==> config.mk <==
export PLATFORM = sky130hd
export DESIGN_NAME = uart_rx_ctrl
export DESIGN_NICKNAME = d
export VERILOG_FILES = /design/src/rtl/uart_rx_ctrl.sv
export SDC_FILE = /design/constraint.sdc
export NUM_CORES = 1
export LEC_CHECK = 0
export ABC_AREA = 0
export CAP_MARGIN = 15
export CORE_ASPECT_RATIO = 0.5
export CORE_MARGIN = 4
export CORE_UTILIZATION = 55
export DETAILED_ROUTE_END_ITERATION = 12
export GPL_ROUTABILITY_DRIVEN = 0
export PLACE_DENSITY = 0.87
export SLEW_MARGIN = 5
export SYNTH_ARGS = -nofsm -noshare
export SYNTH_HDL_FRONTEND = slang
export SYNTH_SLANG_ARGS = --single-unit
==> constraint.sdc <==
create_clock -name clk -period 4.2 [get_ports clk]
set_clock_uncertainty 0.15 [all_clocks]
set_input_delay 0.63 -clock clk [delete_from_list [all_inputs] [get_ports clk]]
set_output_delay 0.63 -clock clk [all_outputs]
set_load 0.1 [all_outputs]
==> src/rtl/uart_rx_ctrl.sv <==
// uart_rx_ctrl: sequences one UART_RX (enable, divisor) and buffers bytes.
// Define UART_RX_CTRL_IRQ_EN to build the threshold/overrun interrupt.
module uart_rx_ctrl #(
  parameter int CLK_FREQ   = 50_000_000,
  parameter int BAUD_RATE  = 115200,
  parameter int FIFO_DEPTH = 16
) (
  input  logic        clk,
  input  logic        rst,
  input  logic        wr_i,
  input  logic        rd_i,
  input  logic [1:0]  addr_i,
  input  logic [31:0] wdata_i,
  output logic [31:0] rdata_o,
  output logic        rd_valid_o,
  output logic        irq_o,
  input  logic        uart_rxd_i,
  output logic        rx_en_o,
  output logic        wr_bit_period_o,
  output logic [15:0] bit_period_o,
  input  logic        rx_valid_i,
  input  logic [7:0]  rx_data_i,
  input  logic        rx_parity_error_i
);
  localparam int AW = $clog2(FIFO_DEPTH);
  localparam int CW = AW + 1;
  localparam logic [15:0] RST_DIV = 16'(CLK_FREQ / BAUD_RATE);
  localparam logic [CW-1:0] FULL_CNT = CW'(FIFO_DEPTH);

  typedef enum logic [2:0] {
    S_DISABLED,
    S_RUN,
    S_DRAIN,
    S_PROGRAM,
    S_RESUME
  } state_t;

  state_t state, state_n;

  logic          en;
  logic [15:0]   pending;
  logic [15:0]   bp_q;
  logic          repend;
  logic [16:0]   quiet_cnt;
  logic [16:0]   quiet_inc;
  logic [16:0]   quiet_tgt;
  logic [8:0]    mem [FIFO_DEPTH];
  logic [AW-1:0] wptr, rptr;
  logic [CW-1:0] count;
  logic          overrun, parity_seen;
  logic          rx_valid_q;
  logic          wr_stat, wr_ctrl, wr_div, rd_data;
  logic          flush, empty, full, push, pop, do_push, busy;
  logic [15:0]   div_val;
  logic [31:0]   status_rd, ctrl_rd;
  logic          unused;

  assign unused  = ^wdata_i[31:16];
  assign wr_stat = wr_i && (addr_i == 2'd1);
  assign wr_ctrl = wr_i && (addr_i == 2'd2);
  assign wr_div  = wr_i && (addr_i == 2'd3);
  assign rd_data = rd_i && (addr_i == 2'd0);
  assign flush   = wr_ctrl && wdata_i[2];
  assign empty   = (count == '0);
  assign full    = (count == FULL_CNT);
  assign push    = rx_valid_i && !rx_valid_q;
  assign pop     = rd_data && !empty;
  assign do_push = push && (!full || pop) && !flush;
  assign busy    = (state == S_DRAIN) || (state == S_PROGRAM) ||
                   (state == S_RESUME);
  assign div_val = (wdata_i[15:0] < 16'd4) ? 16'd4 : wdata_i[15:0];

  assign quiet_inc = quiet_cnt + 17'd1;
  assign quiet_tgt = {bp_q, 1'b0};

  assign rx_en_o         = (state == S_RUN) || (state == S_DRAIN);
  assign wr_bit_period_o = (state == S_PROGRAM);
  // Present the new divisor during the programming strobe itself.
  assign bit_period_o    = wr_bit_period_o ? pending : bp_q;

  always_comb begin
    state_n = state;
    unique case (state)
      S_DISABLED: begin
        if (wr_ctrl && wdata_i[0]) state_n = S_RUN;
        else if (wr_div)           state_n = S_PROGRAM;
      end
      S_RUN: begin
        if (wr_ctrl && !wdata_i[0]) state_n = S_DISABLED;
        else if (wr_div)            state_n = S_DRAIN;
      end
      S_DRAIN: begin
        if (wr_ctrl && !wdata_i[0]) state_n = S_PROGRAM;
        else if (uart_rxd_i && quiet_inc >= quiet_tgt)
          state_n = S_PROGRAM;
      end
      S_PROGRAM: state_n = S_RESUME;
      S_RESUME: begin
        if (repend || wr_div) state_n = S_DRAIN;
        else if (en)          state_n = S_RUN;
        else                  state_n = S_DISABLED;
      end
      default: state_n = S_DISABLED;
    endcase
  end

  always_ff @(posedge clk or posedge rst) begin
    if (rst) begin
      state     <= S_DISABLED;
      en        <= 1'b0;
      pending   <= RST_DIV;
      bp_q      <= RST_DIV;
      repend    <= 1'b0;
      quiet_cnt <= '0;
    end else begin
      state <= state_n;
      if (wr_ctrl) en <= wdata_i[0];
      if (wr_div) pending <= div_val;
      if (state == S_PROGRAM) bp_q <= pending;
      if (state == S_RESUME) repend <= 1'b0;
      else if (wr_div && state == S_PROGRAM) repend <= 1'b1;
      if (state_n == S_DRAIN && state != S_DRAIN) quiet_cnt <= '0;
      else if (state == S_DRAIN) quiet_cnt <= uart_rxd_i ? quiet_inc : '0;
    end
  end

  always_ff @(posedge clk) begin
    if (do_push) mem[wptr] <= {rx_parity_error_i, rx_data_i};
  end

  always_ff @(posedge clk or posedge rst) begin
    if (rst) begin
      wptr        <= '0;
      rptr        <= '0;
      count       <= '0;
      overrun     <= 1'b0;
      parity_seen <= 1'b0;
      rx_valid_q  <= 1'b0;
    end else begin
      rx_valid_q <= rx_valid_i;
      if (flush) begin
        wptr  <= '0;
        rptr  <= '0;
        count <= '0;
      end else begin
        if (do_push) wptr <= wptr + 1'b1;
        if (pop) rptr <= rptr + 1'b1;
        count <= count + CW'(do_push) - CW'(pop);
      end
      // A new event outranks a clear arriving in the same cycle.
      if (wr_stat && wdata_i[2]) overrun <= 1'b0;
      if (push && full && !pop && !flush) overrun <= 1'b1;
      if (wr_stat && wdata_i[3]) parity_seen <= 1'b0;
      if (do_push && rx_parity_error_i) parity_seen <= 1'b1;
    end
  end

  always_comb begin
    status_rd = 32'd0;
    status_rd[4:0] = {busy, parity_seen, overrun, full, empty};
    status_rd[8 +: CW] = count;
  end

`ifdef UART_RX_CTRL_IRQ_EN
  logic       irq_en_q;
  logic [3:0] irq_thr;
  logic [3:0] thr_eff;
  logic       irq_hit;

  assign thr_eff = (irq_thr == 4'd0) ? 4'd1 : irq_thr;
  assign irq_hit = (32'(count) >= 32'(thr_eff)) || overrun;
  assign ctrl_rd = {20'd0, irq_thr, 6'd0, irq_en_q, en};

  always_ff @(posedge clk or posedge rst) begin
    if (rst) begin
      irq_en_q <= 1'b0;
      irq_thr  <= 4'd0;
      irq_o    <= 1'b0;
    end else begin
      if (wr_ctrl) begin
        irq_en_q <= wdata_i[1];
        irq_thr  <= wdata_i[11:8];
      end
      irq_o <= irq_en_q && irq_hit;
    end
  end
`else
  assign ctrl_rd = {31'd0, en};
  assign irq_o   = 1'b0;
`endif

  always_ff @(posedge clk or posedge rst) begin
    if (rst) begin
      rdata_o    <= 32'd0;
      rd_valid_o <= 1'b0;
    end else begin
      rd_valid_o <= rd_i;
      if (rd_i) begin
        unique case (addr_i)
          2'd0: rdata_o <= empty ? 32'h8000_0000 : {23'd0, mem[rptr]};
          2'd1: rdata_o <= status_rd;
          2'd2: rdata_o <= ctrl_rd;
          2'd3: rdata_o <= {16'd0, pending};
        endcase
      end
    end
  end

endmodule

==> results.yml, run 1 <==
outcome:
  status: "complete, no violations"
drt:
  vias: 6734
  viasPerCell: 5.98
  dr_wl_met2_um: 11700
  routed-wl-met3_um: 2100
  drtAntennaViolNets: 0
  dr.pass1.iters: 5
  wire_per_inst_um: 21.6
  wirelength_um: 24300
  drt_iter0_markers: 677
  routed.top_layer: "met4"
  drc: 0
  wl_met1_um: 9580
sta:
  setup_viol: 0
  clock.fmax_mhz: 270
  layout_setup_ws_ps: 495
  slew_headroom_pct: 32.6
  maxSlewViolCount: 0
  hold_ws_ps: 339
  rsz0062_at_grt: "no"
  period_minus_slack_ps: 3700
  hold_viol: 0
  fin_crit_sh_pct: 88.2
  tightest_slew_ps: 1010
die:
  chipWidth_um: 202
  initial_core_util_pct: 56.2
  ios: 101
  die_h_um: 105
  core_area_sq_mm: 0.0185
  num_rows: 35
  die_area_sq_mm: 0.0213
logic_synthesis:
  synthDistinctLibCells: 58
  synth_top_cell_by_area: "edfxtp_1"
  synth_fa_ha_area_share_pct: 3.57
  synth_warnings: 0
  synth_top_cell_area_share_pct: 41.7
  avgSynthCellArea_sq_um: 13.5
  netlist_top_cells_area: "edfxtp_1, dfrtp_1, mux4_2"
  synth_compound_area_share_pct: 6.87
  ys_seq_elements: 232
  synth_xor_area_share_pct: 2.28
  synth_top_family_by_area: "multiplexers"
  synth_cells: 768
  synthMuxAreaShare_pct: 10.6
  yosys.area_share.simple_pct: 8.87
  seq_area_frac_synth_pct: 63.0
  netlist_area_sq_mm: 0.0104
  ys.flop_type: "edfxtp_1"
  synthArstFlopShare_pct: 37.9
  synth_edf_count: 144
power:
  powerDensity_mw_per_mm2: 652
  p_comb_share_pct: 37.7
  internal-power_mw: 4.78
  seqPwrFrac_pct: 38.7
  ir_drop_mv: 0.267
  power_frac_clock_pct: 23.6
  p_leak_nw: 4.67
  switching_power_mw: 3.07
  netSwitchingFraction_pct: 39.1
min_path:
  min_from: "pending[4]"
  min_path_type: "reg -> reg"
  hold_end: "pending[4]"
  min_delay_path_depth: 2
setup_path:
  critPathArrivalTime_ps: 2920
  critPathMaxFanout: 32
  reg2reg_depth: 16
  r2r_slack_ps: 740
  rr_startpoint: "count[2]"
  r2r_end: "count[4]"
  crit_path_end_kind: "output port"
  cp.required_ps: 3420
  cp-start-kind: "flip-flop"
  worstSetupPathType: "reg -> out"
cts:
  ctsResizeCount: 0
  cts_setup_buffers: 0
  cts.sinks: 232
  cts_buffer_depth: 3
  cts_root_buf: "clkbuf_16"
  cts-buffers-inserted: 21
  cts_tree: "yes"
  insertion_delay_ps: 510
  clkTransAtPathRegs_ps: 60
  cts_hold_repair.buffers: 0
  htreeDepth: 1
placement:
  port_buffers: 68
  hpwl_um: 16100
  pre_cts_ws_ps: 356
global_route:
  grt_max_degree: 41
  grt.overflow.total: 0
  grt_pass1_vias: 6964
  antenna_found_initial: 0
  grt_pass1_wl_um: 38800
  track_usage_pct: 23.1
layout:
  drive_gt1_share_pct: 16.9
  layout_common_cells: "edfxtp_1, nand2_1, dfrtp_1"
  layout_commonest_cell: "edfxtp_1"
  area.sequential_sq_mm: 0.00654
  multiInputGateArea_sq_mm: 0.00343
  fillCellCount: 1244
  final_nets: 931
  areaGrowthSynthToFinish_pct: 16.1
  n_antenna_cell: 0
run:
  drv_cap: 0
[worst max path at each step]
stage	cells past startpoint	from	to
after floorplan	6	state[2]	bit_period_o[7]
after global placement	14	addr_i[0]	count[4]
after detailed placement	14	addr_i[0]	count[4]
after CTS	6	state[1]	bit_period_o[10]
after global routing	6	state[1]	bit_period_o[10]
final	6	state[2]	bit_period_o[8]
[cell usage after synthesis, types with 14 or more instances]
master and count:
o21ai_0 27, clkbuf_1 22, nand2_1 95, edfxtp_1 144
o21ai_1 16, inv_1 48, ha_1 28, mux2i_1 19
buf_4 19, mux4_2 38, nand3_1 14, nor2_1 37
xnor2_1 16, dfrtp_1 78, a21oi_1 24
[metal layers]
| layer | track usage, % | vias up |
|---|---|---|
| met1 | 30.9 | 3330 |
| met5 | 0 | - |
| met3 | 4.99 | 83 |
| met2 | 38.0 | 371 |
| li1 | - | 2950 |
| met4 | 8.13 | 0 |
[worst max-delay path, stage by stage (launching register included)]
cell	delay, ps
dfrtp_1	490
nand2b_1	210
or2_2	300
inv_1	630
nand2_1	230
o21ai_0	190
buf_4	360
[kinds of logic (layout without fill, tap and decap cells)]
kind of cell / after synthesis / count (layout)
and+or+nand+nor: 198 / 198
xor gates and xnor gates: 27 / 27
adders and majority gates: 29 / 29
DFF: 232 / 232
other: 1 / 16
muxes: 62 / 62
buffers and inverters: 104 / 189
AOI/OAI and AO/OA: 115 / 115
[layout make-up]
class	instances	share of cell area (%)
repair buffers	102	7.58
inverters	49	1.54
clock buffers	36	5.41
clock inverters	2	0.114
well taps	259	2.69
flip-flops and latches	232	54.2
multi-input cells	447	28.4
[registers in the layout (all words and copies together) (netlist names), 3 cells and up]
register	flops
rdata_o	17
bp_q	16
rptr	4
wptr	4
quiet_cnt	17
count	5
mem	144
pending	16
state	3
[through the flow]
| step | TNS (ps) | std cells | cell area [sq um] | total power, mW | util, % |
|---|---|---|---|---|---|
| after floorplan | -4280 | 783 | 10400 | 5.29 | - |
| after global placement | 0 | 1088 | 11400 | 5.88 | 61.5 |
| after detailed placement | 0 | 1088 | 11400 | 5.97 | 61.5 |
| after CTS | 0 | 1126 | 12000 | 7.85 | 65.1 |
| after global routing | 0 | 1127 | 12100 | 8.22 | 65.2 |
| final | 0 | 1127 | 12100 | 7.86 | 65.2 |
[power by group through the flow]
stage          logic (mW)  registers [mW]  clock network [mW]
2_1_floorplan        2.16            3.13                   0
3_3_place_gp         2.80            3.08                   0
3_5_place_dp         2.87            3.10                   0
4_1_cts              2.91            3.07                1.88
5_1_grt              3.16            3.08                1.98
6_report             2.96            3.04                1.85
(Power assumes the default switching activity.)
==> run 2, diff against run 1 <==
- CORE_UTILIZATION: 55 -> 52
- clock period: 4.2 -> 3 ns (I/O delays scaled with it)
==> run 2 against run 1 <==
Effect of this change:
- largest cell class unchanged
- sequential power up 39%
- wire length up 6.4%
- hold slack worse by 140 ps
- via count up 3.3%
- power up 45%
- first-iteration DRC count up 5.8%
==> results.yml, run 2 (synthesized netlist as in run 1, its figures left out) <==
power:
  seqPwrFrac_pct: 36.9
  powerDensity_mw_per_mm2: 920
  power.total_mw: 11.4
  switching_power_mw: 4.54
  power_frac_clock_pct: 21.4
  netSwitchingFraction_pct: 39.7
  p_comb_share_pct: 41.7
  p_leak_nw: 4.87
  internal-power_mw: 6.89
  ir_drop_mv: 0.447
layout:
  areaGrowthSynthToFinish_pct: 19.7
  n_antenna_cell: 0
  final_cell_count_no_fill: 1158
  fin_util_pct: 63.6
  max_flop_register: "mem"
  final_nets: 955
  layout_commonest_cell: "edfxtp_1"
  drive_gt1_share_pct: 22.9
  largest_register_ffs: 144
  post-route-cell-area_sq_mm: 0.0124
  layout_common_cells: "edfxtp_1, nand2_1, dfrtp_1"
  reg.largest.list: "mem (144), quiet_cnt (17), rdata_o (17)"
drt:
  wirelength_um: 25800
  drc: 0
  drt_iter0_markers: 716
  drtAntennaViolNets: 0
  dr.pass1.iters: 7
  vias: 6957
  viasPerCell: 6.01
  wire_per_inst_um: 22.3
setup_path:
  worstSetupPathType: "reg -> reg"
  path_depth: 14
  path_cells: "inv_1, ha_1, and4bb_2, nand2_1, and2_4, inv_1, ha_1, inv_1, ha_1, fa_2, a21oi_2, nor2_1, or3_1, a21oi_2"
  crit_path_end_kind: "flip-flop"
  reg2reg_depth: 14
  slowest_stage: "dfrtp_1"
  path_buf_inv: 3
  cpPeakStageDelay_ps: 380
  critPathMaxFanout: 4
  critPathArrivalTime_ps: 3230
  cp_top_family: "adder cells"
  cp.required_ps: 3280
  cp-start-kind: "flip-flop"
global_route:
  grt.overflow.total: 0
  met1_usage_pct: 29.6
  antenna_found_initial: 0
  grt_pass1_vias: 6992
  grt_max_degree: 41
  use_met2_pct: 39.6
  grt_pass1_wl_um: 40000
  met3_usage_pct: 4.28
  track_usage_pct: 22.9
  top_usage_layer: "met2"
cts:
  cts-buffers-inserted: 21
  htreeDepth: 1
  cts.sinks: 232
  insertion_delay_ps: 510
  cts_root_buf: "clkbuf_16"
  cts_tree: "yes"
  cts_buffer_depth: 3
  clkTransAtPathRegs_ps: 60
placement:
  dpl-instance-area_sq_mm: 0.0118
  dpl.cell_count: 1117
  port_buffers: 68
  hpwl_um: 16900
  pre_cts_ws_ps: -351
sta:
  rsz0062_at_grt: "yes"
  maxSlewViolCount: 0
  tns_ps: 0
  period_minus_slack_ps: 2940
  layout_setup_ws_ps: 56.6
  slew_headroom_pct: 54.6
  clock.fmax_mhz: 340
  tightest_slew_ps: 681
  hold_viol: 0
  hold_ws_ps: 197
  fin_crit_sh_pct: 98.1
  setup_viol: 0
die:
  num_rows: 36
  die_h_um: 108
  die_area_sq_mm: 0.0224
  initial_core_util_pct: 53.1
  chipWidth_um: 208
  core_area_sq_mm: 0.0195
  ios: 101
min_path:
  min_path_type: "in -> async"
outcome:
  status: "complete, no violations"
run:
  drv_cap: 0
## run 2: worst paths after layout
check	slack (ps)	from	endpoint
max in group asynchronous	1770	rst	pending[5]
min reg2reg	340	pending[4]	pending[4]
min in group clk	280	rx_valid_i	rx_valid_q
max	60	count[3]	count[4]
min	200	rst	quiet_cnt[8]
max reg2reg	60	count[3]	count[4]
## run 2: repair_timing
action / CTS / global route
hold buffers: 0 / 0
buffers inserted: 0 / 3
resized for setup: 1 / 9
setup endpoints to repair: 4 / 9
## run 2: power by group through the flow
stage / logic, mW / clock network [mW] / registers (mW)
5_1_grt: 5.03 / 2.61 / 4.26
3_3_place_gp: 4.49 / 0 / 4.22
3_5_place_dp: 4.63 / 0 / 4.25
6_report: 4.77 / 2.44 / 4.22
4_1_cts: 4.69 / 2.46 / 4.20
2_1_floorplan: 3.07 / 0 / 4.38
## run 2: layout make-up
type                            instances  area, sq um
Clock buffer                           27          548
Clock inverter                         11         51.3
Fill cell                            1326         7120
Inverter                               49          185
Multi-Input combinational cell        447         3490
Sequential cell                       232         6540
Tap cell                              266          333
Timing Repair Buffer                  126         1270
## run 2: routing by layer
layer	wire length, um	vias up	share of wire [%]
met1	10000	3511	39
met4	864	0	3.3
met2	12900	370	50
met3	2000	73	7.7
met5	0	-	0
li1	-	3003	-
## run 2: worst register-to-register path: cells and delay by family, from the launching register on
family | cells | cell delay (ps)
buffers and inverters | 3 | 150
adder cells (fa/ha/maj) | 4 | 1030
AND/OR/NAND/NOR | 5 | 900
flip-flops | 1 | 380
AO/OA/AOI/OAI | 2 | 260
==> run 3, diff against run 2 <==
- CORE_UTILIZATION: 52 -> 55
- clock period: 3 -> 2.9 ns (I/O delays scaled with it)
==> run 3 against run 2 <==
Effect of this change:
- via count rose by 0.86%
- critical endpoint unchanged
- die area fell by 5.2%
- largest power group unchanged
- fmax rose by 3.6%
==> results.yml, run 3 (synthesized netlist as in run 1, its figures left out) <==
die:
  chipWidth_um: 202
  ios: 101
  initial_core_util_pct: 56.2
  die_area_sq_mm: 0.0213
  num_rows: 35
  core_area_sq_mm: 0.0185
  die_h_um: 105
layout:
  layout_common_cells: "edfxtp_1, nand2_1, dfrtp_1, buf_4, inv_1"
  max_flop_register: "mem"
  fin_util_pct: 67.9
  final_cell_count_no_fill: 1154
  layout_commonest_cell: "edfxtp_1"
  drive_gt1_share_pct: 24.6
  reg.largest.list: "mem (144), quiet_cnt (17), rdata_o (17)"
  areaGrowthSynthToFinish_pct: 20.9
  fillCellCount: 1201
  n_antenna_cell: 0
  largest_register_ffs: 144
  final_nets: 958
cts:
  clkTransAtPathRegs_ps: 70
  cts.sinks: 232
  cts_root_buf: "clkbuf_16"
  cts_tree: "yes"
  cts_buffer_depth: 3
  insertion_delay_ps: 510
  htreeDepth: 1
  cts-buffers-inserted: 21
setup_path:
  cp.required_ps: 3180
  cpPeakStageDelay_ps: 390
  slowest_stage: "dfrtp_1"
  critPathArrivalTime_ps: 3120
  critPathMaxFanout: 2
  worstSetupPathType: "reg -> reg"
  path_cells: "inv_2, ha_2, nor4b_4, nor3_2, nand2_1, inv_2, ha_1, inv_1, ha_2, fa_2, a21oi_2, nor2_1, or3_1, a21oi_2"
  path_buf_inv: 3
  cp_top_family: "adder cells"
  crit_path_end_kind: "flip-flop"
  cp-start-kind: "flip-flop"
sta:
  rsz0062_at_grt: "yes"
  hold_viol: 0
  tightest_slew_ps: 674
  maxSlewViolCount: 0
  fin_crit_sh_pct: 97.9
  setup_viol: 0
  slew_headroom_pct: 55.1
  layout_setup_ws_ps: 60.0
  period_minus_slack_ps: 2840
  tns_ps: 0
  clock.fmax_mhz: 352
power:
  netSwitchingFraction_pct: 39.5
  ir_drop_mv: 0.406
  switching_power_mw: 4.75
  power_frac_clock_pct: 22.1
  seqPwrFrac_pct: 36.5
  p_leak_nw: 4.93
  p_comb_share_pct: 41.4
  powerDensity_mw_per_mm2: 958
  power.total_mw: 12.0
  internal-power_mw: 7.27
drt:
  dr.pass1.iters: 5
  wirelength_um: 26500
  vias: 7017
  viasPerCell: 6.08
  drt_iter0_markers: 794
  wire_per_inst_um: 23.0
  drc: 0
  drtAntennaViolNets: 0
global_route:
  track_usage_pct: 25.2
  grt_max_degree: 34
  grt.overflow.total: 0
  grt_pass1_wl_um: 41700
  grt_pass1_vias: 7184
  antenna_found_initial: 0
min_path:
  min_path_type: "in -> async"
placement:
  dpl.cell_count: 1113
  hpwl_um: 17100
  port_buffers: 68
  pre_cts_ws_ps: -408
outcome:
  status: "complete, no violations"
run:
  drv_cap: 0
[run 3: cell count changes in the layout (fill, tap and decap cells not counted), sizes merged]
cell,change
clkinv,-1
buf,+3
bufinv,+1
clkbuf,+1
clkinvlp,-1
[run 3: final timing paths]
check | startpoint | to | slack, ps | depth (start not counted)
setup / recovery | count[2] | count[4] | 60 | 14
hold / removal | rst | pending[3] | 150 | 2
setup reg to reg | count[2] | count[4] | 60 | 14
hold reg to reg | pending[8] | pending[8] | 350 | 2
max in group asynchronous | rst | pending[5] | 1760 | 3
min in group clk | rx_valid_i | rx_valid_q | 250 | 1
[run 3: area by class of cell]
type	instances	area (sq um)	area share, %
multi-input cells	447	3520	28.1
inverters	49	185	1.48
clock inverters	10	73.8	0.588
repair buffers	129	1340	10.6
well taps	259	324	2.58
clock buffers	28	562	4.48
flip-flops and latches	232	6540	52.1
[run 3: worst reg2reg max path, cell delays in order, from the launching register on]
cell and delay [ps]:
dfrtp_1 390, inv_2 70, ha_2 170, nor4b_4 240, nor3_2 80, nand2_1 120, inv_2 50, ha_1 280
inv_1 40, ha_2 180, fa_2 360, a21oi_2 120, nor2_1 50, or3_1 360, a21oi_2 110
[run 3: what timing repair did]
action                     4_1_cts  5_1_grt
hold buffers                     0        0
cloned                           0        0
buffers inserted                 2        1
gates resized for setup          6       13
pin swaps                        0        1
setup endpoints to repair        9       14
[run 3: through the flow]
stage,hold WS [ps],area (sq um)
after floorplan,296,10500
after global placement,329,11800
after detailed placement,335,11800
after CTS,158,12500
after global routing,208,12500
final,153,12500
[run 3: power by group through the flow]
| stage | sequential (mW) | combinational (mW) | clock [mW] |
|---|---|---|---|
| 6_report | 4.38 | 4.98 | 2.66 |
| 5_1_grt | 4.43 | 5.24 | 2.84 |
| 4_1_cts | 4.37 | 4.93 | 2.67 |
| 3_5_place_dp | 4.41 | 4.79 | 0 |
| 3_3_place_gp | 4.39 | 4.63 | 0 |
| 2_1_floorplan | 4.53 | 3.19 | 0 |
[run 3: per-layer routing]
| metal | track usage [%] | wire (um) |
|---|---|---|
| met1 | 31.6 | 9870 |
| met5 | 0 | 0 |
| met3 | 5.95 | 2320 |
| met2 | 42.5 | 13100 |
| met4 | 10.6 | 1280 |
==> variant (flow settings as in run 1) <==
Build with the macro `UART_RX_CTRL_IRQ_EN` defined.
--- a/src/rtl/uart_rx_ctrl.sv
+++ b/src/rtl/uart_rx_ctrl.sv
@@ -1,4 +1,6 @@
 // uart_rx_ctrl: sequences one UART_RX (enable, divisor) and buffers bytes.
 // Define UART_RX_CTRL_IRQ_EN to build the threshold/overrun interrupt.
+`define UART_RX_CTRL_IRQ_EN
+
 module uart_rx_ctrl #(
   parameter int CLK_FREQ   = 50_000_000,
Check against the original RTL: not equivalent (Yosys sat finds a counterexample within 4 cycles, from zero or initial values and one cycle with rst high).
==> variant against run 1 <==
  * Area after synthesis is 3.0% higher
  * Utilization increased by 0.26 points
  * Sequential cell count up 6
  * Power rose by 2.8%
  * Synthesized cell count rose by 0.91%
  * Final cell count fell by 0.18%
  * Worst setup slack better by 0.031 ns
  * Routed wire length increased by 3.2%
  * Non-clock buffer count fell by 12
  * Final area rose by 1.8%
  * First-iteration DRC count down 2.2%
  * Highest routed layer unchanged
==> variant: results <==
{
  "critical_path.startpoint": "state[1]",
  "netlist_top_cells_count": "edfxtp_1, nand2_1, dfrtp_1",
  "cp.arrival_ns": 2.89,
  "post-cts-setup-buffer-count": 0,
  "vias": 6744,
  "post-place-ws_ns": 0.406,
  "grt_use_total_pct": 23.2,
  "first_global_vias": 6824,
  "io_buffers": 69,
  "ys_async_sr_fraction_pct": 39.5,
  "reg2regPathDepth": 13,
  "grt_pass1_wl_um": 39000,
  "hold_class": "flop to flop",
  "slew_headroom_pct": 18.3,
  "peakVddDrop_v": 0.000315,
  "fin_nets": 933,
  "drtIter0Drc": 662,
  "status": "finished, final reports clean",
  "netlist_top_cells_area": "edfxtp_1, dfrtp_1, mux4_2, ha_1, nand2_1",
  "p_switching_uw": 3280,
  "seq_area_frac_synth_pct": 62.6,
  "p_leak_uw": 0.00470,
  "hpwl_um": 16700,
  "synth_cell_types": 64,
  "grt_max_degree": 74,
  "setup.worst_path.end": "bit_period_o[15]",
  "drt_wl_total_um": 25100,
  "dpl_cell_area_sq_um": 11600
}
variant: cell count changes after synthesis, moves of 5 or more:
cell / change
o22ai_1: -8
o21ai_1: -14
nand2_1: -6
and2_1: +6
o2bb2ai_1: +5
a221oi_1: +5
mux4_1: +10
o21ai_0: +14
a221o_1: +9
dfrtp_1: +6
mux2i_1: -11
inv_1: -6
nor2_1: +11
variant: worst min-delay path, stage by stage (launching register included):
cell and delay (ns):
dfstp_2 0.38, nand2_1 0.05, nand2_1 0.05
variant: metrics by stage:
step	power [uW]	setup TNS (ns)	hold slack [ns]	cells
after global placement	6150	0	0.310	1087
after detailed placement	6260	0	0.312	1087
final	8080	0	0.329	1125
after floorplan	5490	-4.43	0.295	789
after global routing	8440	0	0.348	1125
after CTS	8100	0	0.324	1125
variant: power by group through the flow:
stage	combinational [uW]	clock, uW	sequential [uW]
after floorplan	2230	0	3260
after global placement	2960	0	3180
after detailed placement	3060	0	3200
after CTS	3100	1840	3160
after global routing	3270	1960	3210
final	3090	1820	3170
variant: cells by family after synthesis:
kind of cell,after synthesis,synth area share (%)
AO/OA/AOI/OAI,119,7.26
XOR/XNOR,22,1.80
adder cells (fa/ha/maj),33,3.93
buffers and inverters,94,4.12
flip-flops,238,62.6
multiplexers,61,11.3
other,1,0.0351
AND/OR/NAND/NOR,207,8.94
variant: layout make-up:
| type | instances | area [sq um] |
|---|---|---|
| clock inverters | 12 | 70.1 |
| multi-input cells | 457 | 3640 |
| clock buffers | 26 | 574 |
| repair buffers | 90 | 818 |
| inverters | 43 | 164 |
| well taps | 259 | 324 |
| flip-flops and latches | 238 | 6690 |
| fillers | 1323 | 6470 |
variant: worst min path at each step:
stage	cells past startpoint	slack (ns)	start	to
6_report	2	0.33	pending[5]	pending[5]
5_1_grt	2	0.35	pending[7]	pending[7]
4_1_cts	2	0.32	pending[5]	pending[5]
3_5_place_dp	2	0.31	pending[5]	pending[5]
3_3_place_gp	2	0.31	pending[7]	pending[7]
2_1_floorplan	2	0.29	pending[8]	pending[8]
variant: layer usage:
layer,GRT usage [%],share of wire (%)
met1,31.1,40
met2,39.7,51
met3,3.57,6.4
met4,7.35,3.0
met5,0,0
